## src/rtl/universal_shift_register.sv

```systemverilog
// WIDTH-bit universal shift register: eight per-cycle modes plus a serializer FSM
// that streams a loaded word out one bit per clock with busy/done status.
module universal_shift_register #(
  parameter int WIDTH     = 8,
  parameter bit LSB_FIRST = 1'b0
) (
  input  logic             clk,
  input  logic             reset,
  input  logic             en,
  input  logic [2:0]       mode,
  input  logic [WIDTH-1:0] din,
  input  logic             sin_l,
  input  logic             sin_r,
  input  logic             start,
  output logic [WIDTH-1:0] qout,
  output logic             ser_out,
  output logic             busy,
  output logic             done
);

  localparam int CW = $clog2(WIDTH);

  typedef enum logic {IDLE, SHIFT} state_t;

  typedef enum logic [2:0] {
    M_HOLD = 3'b000,
    M_LOAD = 3'b001,
    M_SHL  = 3'b010,
    M_SHR  = 3'b011,
    M_ROL  = 3'b100,
    M_ROR  = 3'b101,
    M_ASR  = 3'b110,
    M_CLR  = 3'b111
  } mode_t;

  state_t          state, state_nxt;
  logic [WIDTH-1:0] q_nxt;
  logic [CW-1:0]    cnt, cnt_nxt;
  logic             done_nxt;

  always_ff @(posedge clk) begin
    if (reset) begin
      state <= IDLE;
      qout  <= '0;
      cnt   <= '0;
      done  <= 1'b0;
    end else begin
      state <= state_nxt;
      qout  <= q_nxt;
      cnt   <= cnt_nxt;
      done  <= done_nxt;
    end
  end

  always_comb begin
    state_nxt = state;
    q_nxt     = qout;
    cnt_nxt   = cnt;
    done_nxt  = 1'b0;
    case (state)
      IDLE: begin
        if (start) begin
          q_nxt     = din;
          cnt_nxt   = CW'(WIDTH - 1);
          state_nxt = SHIFT;
        end else if (en) begin
          case (mode)
            M_HOLD: q_nxt = qout;
            M_LOAD: q_nxt = din;
            M_SHL:  q_nxt = {qout[WIDTH-2:0], sin_r};
            M_SHR:  q_nxt = {sin_l, qout[WIDTH-1:1]};
            M_ROL:  q_nxt = {qout[WIDTH-2:0], qout[WIDTH-1]};
            M_ROR:  q_nxt = {qout[0], qout[WIDTH-1:1]};
            M_ASR:  q_nxt = {qout[WIDTH-1], qout[WIDTH-1:1]};
            M_CLR:  q_nxt = '0;
            default: q_nxt = qout;
          endcase
        end
      end
      SHIFT: begin
        if (cnt != '0) begin
          q_nxt   = LSB_FIRST ? {1'b0, qout[WIDTH-1:1]} : {qout[WIDTH-2:0], 1'b0};
          cnt_nxt = cnt - 1'b1;
        end else begin
          // A start on the final bit reloads immediately so words stream with no gap.
          done_nxt = 1'b1;
          if (start) begin
            q_nxt   = din;
            cnt_nxt = CW'(WIDTH - 1);
          end else begin
            state_nxt = IDLE;
          end
        end
      end
      default: state_nxt = IDLE;
    endcase
  end

  assign busy    = (state == SHIFT);
  assign ser_out = LSB_FIRST ? qout[0] : qout[WIDTH-1];

endmodule

```

## config.mk

```make
export PLATFORM = sky130hd
export DESIGN_NAME = universal_shift_register
export DESIGN_NICKNAME = d
export VERILOG_FILES = /design/src/rtl/universal_shift_register.sv
export SDC_FILE = /design/constraint.sdc
export NUM_CORES = 1
export LEC_CHECK = 0
export CAP_MARGIN = 25
export CORE_MARGIN = 5
export CORE_UTILIZATION = 45
export CTS_BUF_LIST = sky130_fd_sc_hd__clkbuf_8
export DETAILED_ROUTE_END_ITERATION = 12
export HOLD_SLACK_MARGIN = 0.08
export PLACE_DENSITY = 0.84
export SYNTH_ARGS = -nofsm -noshare
export SYNTH_HDL_FRONTEND = slang
export SYNTH_SLANG_ARGS = --single-unit
```

## constraint.sdc

```tcl
create_clock -name clk -period 1.45 [get_ports clk]
set_clock_uncertainty 0.1 [all_clocks]
set_input_delay 0.145 -clock clk [delete_from_list [all_inputs] [get_ports clk]]
set_output_delay 0.145 -clock clk [all_outputs]
set_load 0.01 [all_outputs]
```

==> summary.md, run 1 <==
| Metric | Value |
|---|---|
| Outcome | `finished with violations` |
| Failing checks | `negative setup slack` |
| Fillers | `173` |
| LEAKAGE | `0.684 nW` |
| RSZ-0062 raised after global routing | `true` |
| Final setup viols | `8` |
| Synth unique cells | `38` |
| WS Path Type | `reg2reg` |
| Via density per instance | `approximately 5.9` |
| R2R setup slack | `-80 ps` |
| Slew Limit Fails | `0` |
| Peak Freq | `roughly 650 MHz` |
| Post-Syn Instances | `approximately 120` |
| Mean post-synth cell area | `around 8.5 um2` |
| Peak supply drop | `0.637 mV` |
| CP arrival | `1570 ps` |
| Net Count, Synth | `141` |
| Clk buf depth | `2` |
| Top-area cell type share of the netlist area | `0.251` |
| CP max stage delay | `~400 ps` |
| Clock power frac | `0.239` |
| Worst-Margin Slew | `359 ps` |
| DIE HEIGHT | `about 58 um` |
| CTS tree | `built` |
| Largest net degree at the start of global routing | `15` |
| CP endpoint kind | `flop` |
| Worst r2r src | `cnt[1]` |
| R2r endpoint | `qout[7]` |
| Global-route wire length before repair | `between 5 and 6 mm` |
| P&R area growth vs syn | `55.8%` |
| H-tree depth | `1` |
| Placer Congestion | `roughly 0.8` |
| Startpoint types | `flop` |
| Worst path depth | `6` |
| Starting Density | `0.469` |
| CTS Root Cell | `clkbuf_8` |
| Critical-path maximum fanout | `3` |
| Initial antenna violation count | `0` |
| Die ar. | `3370 um2` |
| FF-to-FF path depth | `6` |
| Setup ws final | `-78.0 ps` |
| WL per Instance | `16.8 um` |
| Worst skew pair latency | `250 ps` |
| Dpl hpwl | `roughly 2.4 mm` |
| Commonest cells post-synth | `o21ai_0, dfxtp_1, a21oi_1` |
| Power Internal | `0.000921 W` |
| CP max-delay cell | `or4_1` |
| PD cells | `860 nW/um2` |
| Main flop type after synthesis | `dfxtp_1` |
| Clock sinks | `13` |
| # rows | `17` |
| Clock Pin Slew Worst Setup and Hold Paths | `60 ps` |
| Port bufs | `27` |
| Core Region | `2210 um2` |
| Top-count cell post-synth | `o21ai_0` |
| Residual DRC | `0` |
| Buf/Inv on CP | `1` |
| Seq pwr share | `0.328` |
| Tmin final | `roughly 1500 ps` |
| CP cell instances | `inv_2 -> ha_4 -> nor2b_4 -> nor2_2 -> or4_1 -> o311a_1` |
| CP top delay family | `simple AND/OR/NAND/NOR gates` |
| Comb pwr share | `0.432` |
| Die X | `58.0 um` |
| Worst Path Required | `1490 ps` |
| #FFs+latches synth | `13` |
| Switching share of total power | `0.338` |
| Number of global-route vias before repair | `1251` |
| Cell taking the most area after synthesis | `dfxtp_1` |
| Total gr overflow | `0` |
| Mapped cell area | `1040 um2` |
| GR Util met2 | `0.369` |
| Register area share after synthesis | `0.251` |
| GR Util All Layers | `0.197` |
| Rel. slew slack | `0.761` |
| CTS buffer count | `3` |
| Timing endpoint of the critical path | `qout[7]` |
| Switching Power | `0.000471 W` |
| HP Class | `in2reg` |
| Final ANT Viol Nets | `0` |
| Share of cells above drive strength 1 | `0.349` |
| Io pins | `28` |
| Final Hold Viols | `0` |
| Fin Setup TNS | `-277 ps` |
| Post-synth EDFFs | `0` |
| Most crowded layer after global routing | `met2` |
| First-iteration detailed-routing DRC count | `52` |
| YS warnings | `0` |
| Ys async rst share | `0` |
| Hold_ws | `484 ps` |
| Routed vias | `~1100` |
| GR Util met1 | `0.214` |
| M3 GR Usage | `0.0535` |
| Total of max-cap violations | `0` |
| Final worst-path cycle share | `1.05` |
| Antenna cell count | `0` |
| DRT Wirelength | `3.26 mm` |
| Worst Setup SP | `cnt[1]` |
| Nets@finish | `186` |
| Synth area leaders | `dfxtp_1, o21ai_0, o221a_1` |
| Drt pass-1 iters | `4` |
through the flow:
stage / util / instances / setup WS [ps] / total power [W] / area [um2]
floorplan: - / 122 / -129 / 0.000737 / 1040
global route: 0.731 / 194 / -142 / 0.00147 / 1620
global placement: 0.637 / 186 / -339 / 0.000941 / 1410
detailed placement: 0.637 / 186 / -411 / 0.000966 / 1410
CTS: 0.688 / 193 / -76.9 / 0.00133 / 1520
finish: 0.731 / 194 / -78.0 / 0.00139 / 1620
cell type report:
class	count	area (um2)	area share
Multi-Input combinational cell	94	805	0.497
Sequential cell	13	268	0.166
Clock buffer	3	41.3	0.0255
Clock inverter	1	5.00	0.00309
Tap cell	28	35.0	0.0217
Timing Repair Buffer	49	442	0.273
Inverter	6	22.5	0.0139
logic make-up after synthesis:
group | synth area share
flops | 0.251
compound gates | 0.407
mux | 0.0687
simple gates | 0.151
buf+inv | 0.0904
fa+ha+maj | 0.0241
xor+xnor | 0.00844
worst register-to-register path: cells and delay by family (launching register included):
kind / cells / cell delay, ps
compound gates: 1 / 140
flops: 1 / 320
buf+inv: 1 / 70
fa+ha+maj: 1 / 130
simple gates: 3 / 670
flip-flops by register name, indices dropped and copies added (netlist names):
| name | flops |
|---|---|
| done | 1 |
| cnt | 3 |
| qout | 8 |
| busy | 1 |
worst min path at each step:
stage / from / endpoint / slack (ps) / cells past startpoint
global route: reset / done / 500 / 3
floorplan: reset / busy / 120 / 1
CTS: reset / cnt[1] / 480 / 3
detailed placement: cnt[0] / cnt[0] / 460 / 3
global placement: cnt[0] / cnt[0] / 450 / 3
finish: reset / busy / 480 / 3
power groups by stage:
stage | registers, W | logic [W] | clock network, W
detailed placement | 0.000456 | 0.000511 | 0
global route | 0.000464 | 0.000643 | 0.000358
CTS | 0.000452 | 0.000538 | 0.000336
global placement | 0.000453 | 0.000488 | 0
floorplan | 0.000458 | 0.000279 | 0
finish | 0.000457 | 0.000602 | 0.000333
layer usage:
| layer | up-vias | routed length (um) |
|---|---|---|
| li1 | 558 | - |
| met4 | 0 | 18 |
| met2 | 39 | 1750 |
| met5 | - | 0 |
| met1 | 549 | 1320 |
| met3 | 2 | 168 |
timing repair:
action	CTS	global route
hold buffers	0	0
cloned	1	0
pin swaps	3	6
gates resized for setup	27	20
setup endpoints to repair	19	13
setup buffers	2	1
cell usage in the layout, fill, tap and decap left out, types with 3 or more instances in the layout:
master,n
inv_1,3
dfxtp_2,6
a22oi_1,5
mux2_1,5
o21ai_2,4
dfxtp_1,7
clkdlybuf4s50_1,17
nand2_1,4
o21ai_0,11
buf_4,20
a2bb2oi_2,5
inv_2,3
o221a_1,6
dlygate4sd2_1,8
nor2_1,5
nor3_1,4
nor2b_1,4
a21oi_1,11
clkbuf_8,3
(Power assumes the default switching activity.)
==> run 2: changes to the inputs <==
Settings changed: CTS_CLUSTER_DIAMETER set to 200.
==> results of run 2 <==
Same layout as run 1: the final DEF is identical, and so are final timing and power.
==> run 3: changes to the inputs <==
==> constraint.sdc (replaced) <==
create_clock -name clk -period 1.45 [get_ports clk]
set_clock_uncertainty 0.1 [all_clocks]
set_input_delay 0.435 -clock clk [delete_from_list [all_inputs] [get_ports clk]]
set_output_delay 0.435 -clock clk [all_outputs]
set_load 0.01 [all_outputs]
==> run 3 against run 2 <==
The run still ends with negative setup slack left. Register-to-register slack worse by 20 ps. Clock power hardly changed. Worst setup slack worse by 22 ps. Sequential power is 6.1% lower. Global-route usage is 3.6 points higher. Clock-buffer cell count stayed put. Core utilization is 4.7 points higher.
==> summary.md, run 3 (synthesized netlist as in run 1, its figures left out) <==
| Metric | Value |
|---|---|
| Outcome | `finished with violations` |
| Failing checks | `negative setup slack` |
| Critical-path maximum fanout | `3 (unchanged)` |
| CTS tree | `built` |
| CP cell instances | `inv_2 -> ha_4 -> nor2b_4 -> nor2_2 -> or4_1 -> o311a_1` |
| H-tree depth | `1 (unchanged)` |
| Most crowded layer after global routing | `met2` |
| Final Hold Viols | `0 (unchanged)` |
| CP arrival | `1590 ps (+20 ps)` |
| GR Util All Layers | `0.233 (+0.0357)` |
| Antenna cell count | `0 (unchanged)` |
| Tmin final | `1550 ps (+21.5 ps)` |
| Die ar. | `3370 um2 (unchanged)` |
| Biggest regs | `qout x8, cnt x3` |
| Clk buf depth | `2 (unchanged)` |
| Setup ws final | `-99.6 ps (-21.5 ps)` |
| Number of global-route vias before repair | `1384 (+11%)` |
| P&R area growth vs syn | `65.8%` |
| First-iteration detailed-routing DRC count | `40 (-23%)` |
| Core Region | `2210 um2 (unchanged)` |
| CTS buffer count | `3 (unchanged)` |
| Clock Pin Slew Worst Setup and Hold Paths | `50 ps (about the same)` |
| HP Class | `reg2reg` |
| CP max stage delay | `400 ps (about the same)` |
| Global-route wire length before repair | `6.11 mm (+17%)` |
| Peak supply drop | `0.655 mV (+2.9%)` |
| Max reg flops | `8 (unchanged)` |
| DIE HEIGHT | `58.0 um (unchanged)` |
| PD cells | `838 nW/um2 (-2.6%)` |
| Dpl hpwl | `2.51 mm (+3.3%)` |
| Final ANT Viol Nets | `0 (unchanged)` |
| Nets@finish | `200 (+7.5%)` |
| Total of max-cap violations | `0 (unchanged)` |
| Starting Density | `0.469 (unchanged)` |
| M3 GR Usage | `0.0557 (+0.00223)` |
| DRT Wirelength | `3.78 mm (+16%)` |
| Io pins | `28 (unchanged)` |
| WS Path Type | `reg2reg` |
| Via density per instance | `6.20 (+4.7%)` |
| Most common cell after layout, fill and taps aside | `buf_4` |
| Final Cell Area | `1720 um2 (+6.4%)` |
| Worst skew pair latency | `250 ps (about the same)` |
| Share of cells above drive strength 1 | `0.450 (+0.101)` |
| Rel. slew slack | `0.790 (+0.0291)` |
| Routed vias | `1289 (+12%)` |
| RSZ-0062 raised after global routing | `true` |
| Drt pass-1 iters | `4 (unchanged)` |
| CP endpoint kind | `flop` |
| Total gr overflow | `0 (unchanged)` |
| Final core occ | `0.778 (+0.0469)` |
| Startpoint types | `flop` |
| Peak Freq | `645 MHz (-1.4%)` |
| Most frequent cells in the layout | `buf_4, clkdlybuf4s50_1, o21ai_0, a21oi_1, dlygate4sd2_1` |
| Residual DRC | `0 (unchanged)` |
| Placer Congestion | `0.865 (+5.5%)` |
| CTS Root Cell | `clkbuf_8` |
| Clock sinks | `13 (unchanged)` |
| Slew Limit Fails | `0 (unchanged)` |
| Largest net degree at the start of global routing | `10 (-5)` |
| Reg with most FFs | `qout` |
| Die X | `58.0 um (unchanged)` |
| Worst Path Required | `1490 ps (about the same)` |
| Final worst-path cycle share | `1.07 (+0.0149)` |
| FF-to-FF path depth | `6 (unchanged)` |
| GR Util met1 | `0.255 (+0.0414)` |
| WL per Instance | `18.2 um (+8.2%)` |
| Port bufs | `27 (unchanged)` |
| Fin Setup TNS | `-133 ps (+145 ps)` |
| Initial antenna violation count | `0 (unchanged)` |
| # hold bufs at CTS | `0 (unchanged)` |
| LEAKAGE | `0.756 nW (+11%)` |
| WHS Path Cells | `3 (unchanged)` |
| Worst-Margin Slew | `315 ps (-44.0 ps)` |
| CP max-delay cell | `or4_1` |
| GR Util met2 | `0.415 (+0.0452)` |
| Final setup viols | `4 (-4)` |
| Area after DPL | `1520 um2 (+7.5%)` |
| # rows | `17 (unchanged)` |
run 3: cell types whose count changed in the layout (fill, tap and decap cells not counted), sizes merged:
cell / change
buf: +16
clkdlybuf4s50: -6
clkdlybuf4s15: +3
dlygate4sd2: +2
dlymetal6s2s: -2
clkinv: -1
inv: +1
o21ba: +1
run 3: area by class of cell:
| class | count | area, um2 |
|---|---|---|
| fillers | 163 | 490 |
| flip-flops and latches | 13 | 269 |
| inverters | 6 | 25.0 |
| repair buffers | 62 | 532 |
| multi-input cells | 95 | 816 |
| well taps | 28 | 35.0 |
| clock inverters | 1 | 3.75 |
| clock buffers | 3 | 41.3 |
run 3: what timing repair did:
item	CTS	global route
setup buffers	2	3
endpoints found under the setup margin	21	13
resized for setup	50	23
pin swaps	11	7
gates cloned	1	0
run 3: report_power, final:
| group | internal, W | leakage, nW | switching, W |
|---|---|---|---|
| sequential | 0.000401 | 0.110 | 0.0000284 |
| combinational | 0.000363 | 0.620 | 0.000318 |
| clock | 0.000188 | 0.0269 | 0.000144 |
| total | 0.000952 | 0.756 | 0.000490 |
run 3: metrics by stage:
| stage | power (W) | worst slack, ps | hold slack, ps | std cells |
|---|---|---|---|---|
| after global placement | 0.000998 | -630 | 451 | 198 |
| after CTS | 0.00138 | -98.7 | 488 | 205 |
| after detailed placement | 0.00102 | -700 | 465 | 198 |
| after global routing | 0.00151 | -162 | 518 | 208 |
| final | 0.00144 | -99.6 | 488 | 208 |
| after floorplan | 0.000748 | -129 | 355 | 122 |
run 3: layer usage:
metal,part of all wire,wire length [um]
met1,0.38,1450
met2,0.50,1890
met3,0.063,238
met4,0.054,204
met5,0,0
run 3: path summary, 6_finish.rpt:
kind / end / from / slack (ps)
hold reg to reg: cnt[0] / cnt[0] / 490
setup reg to reg: qout[7] / cnt[1] / -100
hold / removal: cnt[0] / cnt[0] / 490
setup / recovery: qout[7] / cnt[1] / -100
run 3: critical path, delay by kind of cell, from the launching register on:
| family | cells | cell delay [ps] |
|---|---|---|
| simple gates | 3 | 670 |
| flops | 1 | 320 |
| fa+ha+maj | 1 | 150 |
| compound gates | 1 | 130 |
| buf+inv | 1 | 70 |
